$ cat src/rtl/ctrl_regs_arbiter.sv
// ctrl_regs_arbiter: round-robin sharing of one AXI-Lite control-register port.
// Optional macro CTRL_ARB_TIMEOUT_EN adds a response timeout with a DRAIN state.
module ctrl_regs_arbiter #(
    parameter int NumReq        = 2,
    parameter int AddrWidth     = 32,
    parameter int DataWidth     = 32,
    parameter int TimeoutCycles = 1024
) (
    input  logic                          clk_i,
    input  logic                          rst_ni,
    input  logic [NumReq-1:0]             req_i,
    input  logic [NumReq-1:0]             we_i,
    input  logic [NumReq*AddrWidth-1:0]   addr_i,
    input  logic [NumReq*DataWidth-1:0]   wdata_i,
    input  logic [NumReq*DataWidth/8-1:0] strb_i,
    output logic [NumReq-1:0]             gnt_o,
    output logic [NumReq-1:0]             rsp_valid_o,
    output logic [DataWidth-1:0]          rsp_rdata_o,
    output logic                          rsp_err_o,
    output logic                          busy_o,
    output logic [AddrWidth-1:0]          aw_addr_o,
    output logic                          aw_valid_o,
    input  logic                          aw_ready_i,
    output logic [DataWidth-1:0]          w_data_o,
    output logic [DataWidth/8-1:0]        w_strb_o,
    output logic                          w_valid_o,
    input  logic                          w_ready_i,
    input  logic [1:0]                    b_resp_i,
    input  logic                          b_valid_i,
    output logic                          b_ready_o,
    output logic [AddrWidth-1:0]          ar_addr_o,
    output logic                          ar_valid_o,
    input  logic                          ar_ready_i,
    input  logic [DataWidth-1:0]          r_data_i,
    input  logic [1:0]                    r_resp_i,
    input  logic                          r_valid_i,
    output logic                          r_ready_o
);

    localparam int IdxW  = (NumReq > 1) ? $clog2(NumReq) : 1;
    localparam int StrbW = DataWidth / 8;

    localparam logic [IdxW-1:0] LastIdx = IdxW'(NumReq - 1);

    localparam logic [2:0] IDLE   = 3'd0;
    localparam logic [2:0] WR_REQ = 3'd1;
    localparam logic [2:0] WR_RSP = 3'd2;
    localparam logic [2:0] RD_REQ = 3'd3;
    localparam logic [2:0] RD_RSP = 3'd4;
`ifdef CTRL_ARB_TIMEOUT_EN
    localparam logic [2:0] DRAIN  = 3'd5;
`endif

    logic [2:0]           state_q, state_d;
    logic [IdxW-1:0]      ptr_q;
    logic [IdxW-1:0]      idx_q;
    logic                 we_q;
    logic [AddrWidth-1:0] addr_q;
    logic [DataWidth-1:0] wdata_q;
    logic [StrbW-1:0]     strb_q;
    logic                 aw_done_q, w_done_q;

    logic [2*NumReq-1:0]  req_dbl, req_rot;
    logic                 win_found;
    logic [IdxW-1:0]      win_idx;
    logic                 grant;
    logic                 aw_hs, w_hs;
    logic                 wr_fin, rd_fin;
    logic                 tmo;

    assign req_dbl = {req_i, req_i};
    assign req_rot = req_dbl >> ptr_q;

    // winner: first request at or after the pointer, wrapping around
    always_comb begin
        win_found = 1'b0;
        win_idx   = '0;
        for (int i = 0; i < NumReq; i++) begin
            if (!win_found && req_rot[i]) begin
                win_found = 1'b1;
                win_idx   = IdxW'((int'(ptr_q) + i) % NumReq);
            end
        end
    end

    assign grant = (state_q == IDLE) && win_found;

    // one-hot grant, only while idle
    always_comb begin
        gnt_o = '0;
        if (grant) gnt_o[win_idx] = 1'b1;
    end

    assign aw_valid_o = (state_q == WR_REQ) && !aw_done_q;
    assign w_valid_o  = (state_q == WR_REQ) && !w_done_q;
    assign ar_valid_o = (state_q == RD_REQ);
    assign aw_addr_o  = addr_q;
    assign ar_addr_o  = addr_q;
    assign w_data_o   = wdata_q;
    assign w_strb_o   = strb_q;
    assign busy_o     = (state_q != IDLE);

`ifdef CTRL_ARB_TIMEOUT_EN
    assign b_ready_o = (state_q == WR_RSP) || ((state_q == DRAIN) && we_q);
    assign r_ready_o = (state_q == RD_RSP) || ((state_q == DRAIN) && !we_q);
`else
    assign b_ready_o = (state_q == WR_RSP);
    assign r_ready_o = (state_q == RD_RSP);
`endif

    assign aw_hs  = aw_valid_o && aw_ready_i;
    assign w_hs   = w_valid_o && w_ready_i;
    assign wr_fin = (state_q == WR_RSP) && b_valid_i;
    assign rd_fin = (state_q == RD_RSP) && r_valid_i;

`ifdef CTRL_ARB_TIMEOUT_EN
    localparam int CntW = $clog2(TimeoutCycles + 1);

    logic [CntW-1:0] cnt_q;
    logic            waiting;

    assign waiting = (state_q == WR_RSP) || (state_q == RD_RSP);
    assign tmo     = waiting && (cnt_q == CntW'(TimeoutCycles - 1));

    // cycles spent waiting for B/R; zero on every entry into a wait state
    always_ff @(posedge clk_i or negedge rst_ni) begin
        if (!rst_ni) begin
            cnt_q <= '0;
        end else if (!waiting) begin
            cnt_q <= '0;
        end else begin
            cnt_q <= cnt_q + CntW'(1);
        end
    end
`else
    // the timeout parameter is inert without the counter
    assign tmo = (TimeoutCycles < 0);
`endif

    // next-state decode
    always_comb begin
        state_d = state_q;
        unique case (state_q)
            IDLE: begin
                if (win_found) state_d = we_i[win_idx] ? WR_REQ : RD_REQ;
            end
            WR_REQ: begin
                if ((aw_done_q || aw_hs) && (w_done_q || w_hs)) state_d = WR_RSP;
            end
            WR_RSP: begin
                if (b_valid_i) state_d = IDLE;
`ifdef CTRL_ARB_TIMEOUT_EN
                else if (tmo) state_d = DRAIN;
`endif
            end
            RD_REQ: begin
                if (ar_ready_i) state_d = RD_RSP;
            end
            RD_RSP: begin
                if (r_valid_i) state_d = IDLE;
`ifdef CTRL_ARB_TIMEOUT_EN
                else if (tmo) state_d = DRAIN;
`endif
            end
`ifdef CTRL_ARB_TIMEOUT_EN
            DRAIN: begin
                if (we_q ? b_valid_i : r_valid_i) state_d = IDLE;
            end
`endif
            default: state_d = IDLE;
        endcase
    end

    // state, pointer and latched request
    always_ff @(posedge clk_i or negedge rst_ni) begin
        if (!rst_ni) begin
            state_q <= IDLE;
            ptr_q   <= '0;
            idx_q   <= '0;
            we_q    <= 1'b0;
            addr_q  <= '0;
            wdata_q <= '0;
            strb_q  <= '0;
        end else begin
            state_q <= state_d;
            if (grant) begin
                ptr_q   <= (win_idx == LastIdx) ? '0 : win_idx + IdxW'(1);
                idx_q   <= win_idx;
                we_q    <= we_i[win_idx];
                addr_q  <= addr_i[win_idx*AddrWidth +: AddrWidth];
                wdata_q <= wdata_i[win_idx*DataWidth +: DataWidth];
                strb_q  <= strb_i[win_idx*StrbW +: StrbW];
            end
        end
    end

    // AW/W completion flags, live only inside WR_REQ
    always_ff @(posedge clk_i or negedge rst_ni) begin
        if (!rst_ni) begin
            aw_done_q <= 1'b0;
            w_done_q  <= 1'b0;
        end else if (state_q != WR_REQ) begin
            aw_done_q <= 1'b0;
            w_done_q  <= 1'b0;
        end else begin
            if (aw_hs) aw_done_q <= 1'b1;
            if (w_hs)  w_done_q  <= 1'b1;
        end
    end

    // registered completion pulse routed to the owning requester
    always_ff @(posedge clk_i or negedge rst_ni) begin
        if (!rst_ni) begin
            rsp_valid_o <= '0;
            rsp_rdata_o <= '0;
            rsp_err_o   <= 1'b0;
        end else begin
            rsp_valid_o <= '0;
            if (wr_fin) begin
                rsp_valid_o[idx_q] <= 1'b1;
                rsp_err_o          <= (b_resp_i != 2'b00);
            end else if (rd_fin) begin
                rsp_valid_o[idx_q] <= 1'b1;
                rsp_rdata_o        <= r_data_i;
                rsp_err_o          <= (r_resp_i != 2'b00);
            end else if (tmo) begin
                rsp_valid_o[idx_q] <= 1'b1;
                rsp_err_o          <= 1'b1;
            end
        end
    end

endmodule

$ cat config.mk
export PLATFORM = sky130hd
export DESIGN_NAME = ctrl_regs_arbiter
export DESIGN_NICKNAME = d
export VERILOG_FILES = /design/src/rtl/ctrl_regs_arbiter.sv
export SDC_FILE = /design/constraint.sdc
export NUM_CORES = 1
export LEC_CHECK = 0
export CAP_MARGIN = 0
export CELL_PAD_IN_SITES_DETAIL_PLACEMENT = 1
export CELL_PAD_IN_SITES_GLOBAL_PLACEMENT = 2
export CORE_MARGIN = 3
export CORE_UTILIZATION = 22
export DETAILED_ROUTE_END_ITERATION = 7
export MAX_ROUTING_LAYER = met4
export PLACE_DENSITY_LB_ADDON = 0.1
export SLEW_MARGIN = 5
export SYNTH_ARGS = -nofsm -noshare
export SYNTH_HDL_FRONTEND = slang
export SYNTH_SLANG_ARGS = --single-unit
$ cat constraint.sdc
create_clock -name clk_i -period 3.4 [get_ports clk_i]
set_input_delay 0.34 -clock clk_i [delete_from_list [all_inputs] [get_ports clk_i]]
set_output_delay 0.34 -clock clk_i [all_outputs]
set_load 0.01 [all_outputs]
# After elaboration in Yosys (flattened, before gate mapping)

Index checks and enable logic that the tools add are counted.

Add/sub/neg operators: 2
Order comparisons: 4
Equal/unequal tests: 10
Shifts and indexed selects: 4
Multiplexer cells: 27
Bitwise logic cells: 1
Reduce and logical (&&, ||, !) cells: 25

Operator list:

| cell                                                     | number |
|---|---|
| indexed part select 64 x 7 -> 32 bit                     | 2 |
| two-way mux 1 bit                                        | 15 |
| two-way mux 3 bit                                        | 5 |
| case mux 3 bit (5 select lines)                          | 1 |
| logical AND 1 bit                                        | 11 |
| nonzero test 2 bit                                       | 5 |
| two-way mux 2 bit                                        | 4 |
| indexed part select 8 x 4 -> 4 bit                       | 1 |
| equality test 3 x 2 -> 1 bit, second input constant      | 2 |
| inequality test 2 bit, second input constant             | 3 |
| AND reduction 5 bit                                      | 1 |
| < comparator 1 x 2 -> 1 bit, second input constant       | 2 |
| inequality test 2 x 1 -> 1 bit, second input constant    | 2 |
| >> shifter 4 x 1 -> 2 bit                                | 1 |
| equality test 3 x 1 -> 1 bit, second input constant      | 1 |
| equality test 3 bit, second input constant               | 1 |
| zero test 1 bit                                          | 3 |
| zero test 3 bit                                          | 1 |
| inequality test 3 x 1 -> 1 bit, second input constant    | 1 |
| nonzero test 3 bit                                       | 1 |
| adder 1 bit, second input constant                       | 2 |
| demux 1 bit (select 1 bit)                               | 2 |
| greater-or-equal comparator 1 bit, second input constant | 2 |
| logical OR 1 bit                                         | 2 |
| 2 further kinds                                          | 2 |

Register bits: 110
Output and inout bits: 143

# Longest topological paths before layout

Gate-level depths: netlist of run 1.

Depth in word-level cells: 10
Gate-level depth with buffers: 7
Depth with buffers taken out: 4

# Worst setup path before layout of run 1

Ideal clock, no wire load.

Kind: register to output
Start point: register state_q[2]
End point: output gnt_o[0]
Arrival time: 1,544 ps
Required time: 3,060 ps
Slack: 1,516 ps
Stages on the path, launching flop included: 5
Path buffers: 2
Path through: dfrtp_1 or3_1 buf_2 a211oi_4 buf_6

Word-level cells in the longest chain between the ends: 3

RTL lines:

| what                     | line | RTL |
|---|---|---|
| start: declaration       | 54   | `logic [2:0] state_q, state_d;` |
| start signal: assignment | 185  | `state_q <= state_d;` |
| zero test 3 bit          | 86   | `assign grant = (state_q == IDLE) && win_found;` |
| logical AND 1 bit        | 86   |  |
| two-way mux 2 bit        | 91   | `if (grant) gnt_o[win_idx] = 1'b1;` |
| end: declaration         | 16   | `output logic [NumReq-1:0] gnt_o,` |

Every way passes these cells.

# Final worst setup path of run 1

Start point: register state_q[0]
End point: output gnt_o[0]

Same word-level chain as after synthesis.

==> flow_summary.toml, run 1 <==
[clock_network]
clkLatencyLatePin_ps = 350
ctsHoldBuffers = 0
htreeDepth = 3
post_cts_buffers = 0
cts_buffers = 9
ctsResizeCount = 0
root_buffer = "clkbuf_16"
path_clk_slew_ps = 80
tritoncts = "built"
ctsLongestPathBuffers = 2
cts.sinks = 110

[power_and_ir_drop]
cellPowerDensity_nw_per_um2 = 874.1
p_leak_uw = 0.003941
ir_worst_vdd_v = 0.0003887

[detailed_routing]
drc_errors = 0
final_antenna_net_count = 0
wl_per_cell_um = 19.55
drt_iter0_drc = 212
routed_wirelength_mm = 18.61
route.vias.total = 4276
vias_per_cell = 4.492
firstDrtPassIters = 4

[layout]
finalNonFillerCells = 952
nNetsFinal = 849
final_util = 0.3887
drive_gt1_frac = 0.08644
area_delta_synth_final_pct = 73.16

[run_status]
status = "complete, no violations"

[sta]
timing.final.crit_period_ps = 2632
tns_ps = 0
finalCritPeriodShare = 0.7742
fin_ws_ps = 767.6
finalSetupViolCount = 0
finalHoldViolations = 0
holdWs_ps = 2.444
maxSlewViolCount = 0
worstMarginPinSlew_ps = 905.6
fmax_ghz = 0.3799
rsz0062_at_grt = "false"
clock_skew_ps = 12.10
slew_headroom = 0.3946

[setup_path]
cp_top_family = "buffers and inverters"
r2r_cells = 5
r2r_slack_ps = 900
path_cells = "or3_1 > a211oi_4 > clkdlybuf4s50_1"
arrival_ps = 2290
r2r-end = "w_data_o[17]"
path_class = "reg -> out"
cp-start-kind = "flip-flop"
endpoint_kind = "output pin"
timing.rr.start = "state_q[0]"
crit_slowest_cell = "clkdlybuf4s50_1"
crit_path_max_incr_delay_ps = 630
path_buf_inv = 1
required_ps = 3060
critPathMaxFanout = 15
crit_path_start = "state_q[0]"

[logic_synthesis]
ys_types = 26
syn_nets = 568
ys_async_sr_fraction = 1.000
synth-edff-count = 0
post_synth.cell_area_avg_sq_um = 12.76
synth_commonest_cells = "dfrtp_1 (110), a21o_1 (71), a22o_1 (68), buf_4 (32), mux2_2 (32)"
yosysMostFrequentCell = "dfrtp_1"
syn_area_sq_um = 4913
post-synth-top-area-fraction = 0.5602
ys_ff_latch = 110
yosys-top-cells-area = "dfrtp_1 (56%), a22o_1 (12%), a21o_1 (11%)"
ys_warn_count = 0
yosys.area.top_type = "dfrtp_1"
ys_seq_area_frac = 0.5602
syn_inst = 385
ys.flop_type = "dfrtp_1"

[floorplanning]
ios = 326
initial_utilization = 0.2245
die_height_um = 155.4
die_x_um = 155.4
coreArea_sq_um = 21890
rows = 54
dieArea_sq_um = 24160

[min_path]
hold_class = "in -> async"

[global_routing]
grt_pass1_wl_mm = 28.41
grt_start_max_net_pins = 70
grt_use_total = 0.1551
gr-total-overflow = 0
grt_pass1_vias = 4877
antenna_found_initial = 1

[placement]
place_inst = 935
routabilityCongestion = 0.8350
port_buffers = 325
dp_slack_ps = 915.6
dpl.hpwl_mm = 13.43

[run]
maxCapViolCount = 0
placed cells by master (no fill, tap or decap), types with 4 or more instances in the layout:
master           Yosys  final
a22o_1              68     68
o21ai_0              6      6
nor2_1              14     13
clkdlybuf4s50_1      0    324
mux2_2              32     32
a21o_1              71     71
clkbuf_16            0      9
nor3b_1              4      4
dfrtp_1            110    110
buf_4               32      4
flip-flops by register name, indices dropped and copies added (netlist names):
signal and flops:
ar_addr_o 32, aw_done_q 1, idx_q 1, ptr_q 1
rsp_err_o 1, rsp_rdata_o 32, rsp_valid_o 2, state_q 3
w_data_o 32, w_done_q 1, w_strb_o 4
final cells by class:
| type | instances | area (sq um) |
|---|---|---|
| clock inverter | 7 | 81.33 |
| multi-input combinational | 214 | 1779 |
| sequential | 110 | 2753 |
| timing repair buffer | 330 | 3313 |
| tap | 280 | 350.3 |
| antenna | 1 | 2.502 |
| fill | 2357 | 13380 |
| clock buffer | 9 | 225.2 |
| inverter | 1 | 3.754 |
cell families after synthesis:
logic type	count (synthesis)	synth area share
muxes	33	0.07538
and+or+nand+nor	30	0.03209
AOI/OAI and AO/OA	151	0.2478
DFF	110	0.5602
buffers and inverters	61	0.08454
how the worst max path moves through the flow:
stage / end / cells after the start
final: gnt_o[0] / 3
after global routing: gnt_o[0] / 3
after CTS: gnt_o[0] / 3
after detailed placement: w_data_o[8] / 5
after global placement: ar_addr_o[21] / 5
after floorplan: gnt_o[0] / 4
power by group:
part	leakage [uW]	switching (uW)	internal, uW
clock network	0.000140	534	582
registers	0.00138	440	1930
logic	0.00242	1570	2390
per-layer routing:
metal,vias up,wire length [um],track usage
li1,1942,-,-
met1,2094,7475,0.1807
met2,220,8857,0.2480
met3,20,1887,0.06036
met4,0,388,0.04835
met5,-,0,-
through the flow:
| stage | power, uW | area, sq um |
|---|---|---|
| 2_1_floorplan | 4395 | 4913 |
| 3_3_place_gp | 6326 | 8199 |
| 3_5_place_dp | 6411 | 8199 |
| 4_1_cts | 7603 | 8506 |
| 5_1_grt | 7966 | 8508 |
| 6_report | 7437 | 8508 |
Power figures use the tool's default switching activity.
==> run 2: changes to the inputs <==
--- a/config.mk
+++ b/config.mk
@@ -9,7 +9,7 @@
 export CELL_PAD_IN_SITES_DETAIL_PLACEMENT = 1
 export CELL_PAD_IN_SITES_GLOBAL_PLACEMENT = 2
 export CORE_MARGIN = 3
-export CORE_UTILIZATION = 22
+export CORE_UTILIZATION = 19
 export DETAILED_ROUTE_END_ITERATION = 7
 export MAX_ROUTING_LAYER = met4
 export PLACE_DENSITY_LB_ADDON = 0.1
==> constraint.sdc (replaced) <==
create_clock -name clk_i -period 2.2 [get_ports clk_i]
set_input_delay 0.22 -clock clk_i [delete_from_list [all_inputs] [get_ports clk_i]]
set_output_delay 0.22 -clock clk_i [all_outputs]
set_load 0.01 [all_outputs]
==> flow_summary.toml, run 2 (same netlist as run 1, synthesis figures left out) <==
[run_status]
status = "complete, no violations"

[global_routing]
gr-total-overflow = 0
met3_usage = 0.06955
antenna_found_initial = 0
grtUsageMet2 = 0.2333
grt_start_max_net_pins = 66
grt_pass1_wl_mm = 30.97
grt.busiest_layer = "met2"
grt_pass1_vias = 5064
grt_use_total = 0.1466
grtUsageMet1 = 0.1715

[detailed_routing]
routed_wirelength_mm = 20.05
drc_errors = 0
vias_per_cell = 4.324
route.vias.total = 4380
firstDrtPassIters = 4
drt_iter0_drc = 104
final_antenna_net_count = 0
wl_per_cell_um = 19.79

[power_and_ir_drop]
ir_worst_vdd_v = 0.0005079
switching_share = 0.3476
comb_power_share = 0.549
clkPwrFrac = 0.137
cellPowerDensity_nw_per_um2 = 1330
seqPwrFrac = 0.314
p_leak_uw = 0.004019
p_sw_uw = 3995
intPower_uw = 7499

[placement]
routabilityCongestion = 0.7402
dpl.hpwl_mm = 15.06
place_inst = 996
port_buffers = 325
place_area_sq_um = 8357

[floorplanning]
initial_utilization = 0.1940
coreArea_sq_um = 25330
die_x_um = 166.8
dieArea_sq_um = 27830
rows = 58
ios = 326
die_height_um = 166.8

[layout]
final_common_cell = "clkdlybuf4s50_1"
nNetsFinal = 861
finalNonFillerCells = 1013
drive_gt1_frac = 0.1010
area_delta_synth_final_pct = 75.86
multiInputGateArea_sq_um = 1779
regArea_sq_um = 2753
fin_area_sq_um = 8641
fill_cells = 2777
final_util = 0.3412
diodes = 0
layout_common_cells = "clkdlybuf4s50_1 (321), dfrtp_1 (110), a21o_1 (71)"

[sta]
finalCritPeriodShare = 0.9425
clock_skew_ps = 9.515
fmax_ghz = 0.4823
slew_headroom = 0.6636
timing.final.crit_period_ps = 2074
worstMarginPinSlew_ps = 504.6
finalHoldViolations = 0
finalSetupViolCount = 0
tns_ps = 0
rsz0062_at_grt = "false"
maxSlewViolCount = 0

[setup_path]
crit_path_max_incr_delay_ps = 430
timing.rr.start = "state_q[2]"
path_class = "reg -> out"
critPathMaxFanout = 3
r2r_cells = 6
required_ps = 1980
endpoint_kind = "output pin"
path_cells = "or3_1 > a211oi_4 > dlygate4sd2_1"
arrival_ps = 1850
crit_slowest_cell = "or3_1"
crit_path_start = "state_q[2]"
cp-start-kind = "flip-flop"

[clock_network]
htreeDepth = 3
path_clk_slew_ps = 80
clkLatencyLatePin_ps = 350
ctsLongestPathBuffers = 2
tritoncts = "built"
cts.sinks = 110
root_buffer = "clkbuf_16"
cts_buffers = 9
post_cts_buffers = 0

[run]
maxCapViolCount = 0

[min_path]
hold_class = "in -> async"
[run 2: per-stage QoR]
stage / hold WS (ps) / setup WS, ps / power (uW)
after floorplan: -75.59 / 376.1 / 6793
after global placement: 227.4 / 184.3 / 9954
final: 371.0 / 126.5 / 11490
after global routing: 406.5 / 11.24 / 12350
after CTS: 365.2 / 83.07 / 11770
after detailed placement: 222.7 / 176.0 / 10080
[run 2: worst paths after layout]
kind	end	slack (ps)
setup / recovery	gnt_o[0]	130
hold / removal	ar_addr_o[13]	370
setup reg to reg	w_data_o[31]	230
hold reg to reg	rsp_valid_o[0]	460
max in group asynchronous	rsp_rdata_o[30]	1040
min in group clk_i	w_data_o[8]	450
[run 2: layout make-up]
class | instances | share of cell area
clock inverter | 7 | 0.005647
timing repair buffer | 342 | 0.3956
multi-input combinational | 214 | 0.2059
tap | 330 | 0.04778
clock buffer | 9 | 0.02606
sequential | 110 | 0.3186
inverter | 1 | 0.0004344
[run 2: repair_timing]
item / 4_1_cts / 5_1_grt
hold buffers: 1 / 0
hold endpoints to repair: 33 / 0
gates resized for setup: 2 / 1
endpoints found under the setup margin: 2 / 1
[run 2: power groups by stage]
stage | Clock, uW | Combinational (uW) | Sequential (uW)
finish | 1570 | 6310 | 3610
global route | 1760 | 6820 | 3780
CTS | 1680 | 6460 | 3640
detailed placement | 0 | 6430 | 3650
global placement | 0 | 6370 | 3590
floorplan | 0 | 2820 | 3970
[run 2: metal layers]
layer  wire (um)  share of wire  vias up
li1            -              -     1961
met1        8277           0.41     2184
met5           0              0        -
met2        9432           0.47      231
met4         113         0.0056        0
met3        2225           0.11        4
[run 2: worst max-delay path: cells and delay by family, from the launching register on]
family                 cells  cell delay, ps
and+or+nand+nor            1             430
AOI/OAI and AO/OA          1             330
buffers and inverters      1             370
DFF                        1             380
==> run 3: changes to the inputs <==
--- a/config.mk
+++ b/config.mk
@@ -13,6 +13,7 @@
 export DETAILED_ROUTE_END_ITERATION = 7
 export MAX_ROUTING_LAYER = met4
 export PLACE_DENSITY_LB_ADDON = 0.1
+export SKIP_LAST_GASP = 1
 export SLEW_MARGIN = 5
 export SYNTH_ARGS = -nofsm -noshare
 export SYNTH_HDL_FRONTEND = slang
==> results of run 3 <==
Same layout as run 2: the final DEF is identical, and so are final timing and power.
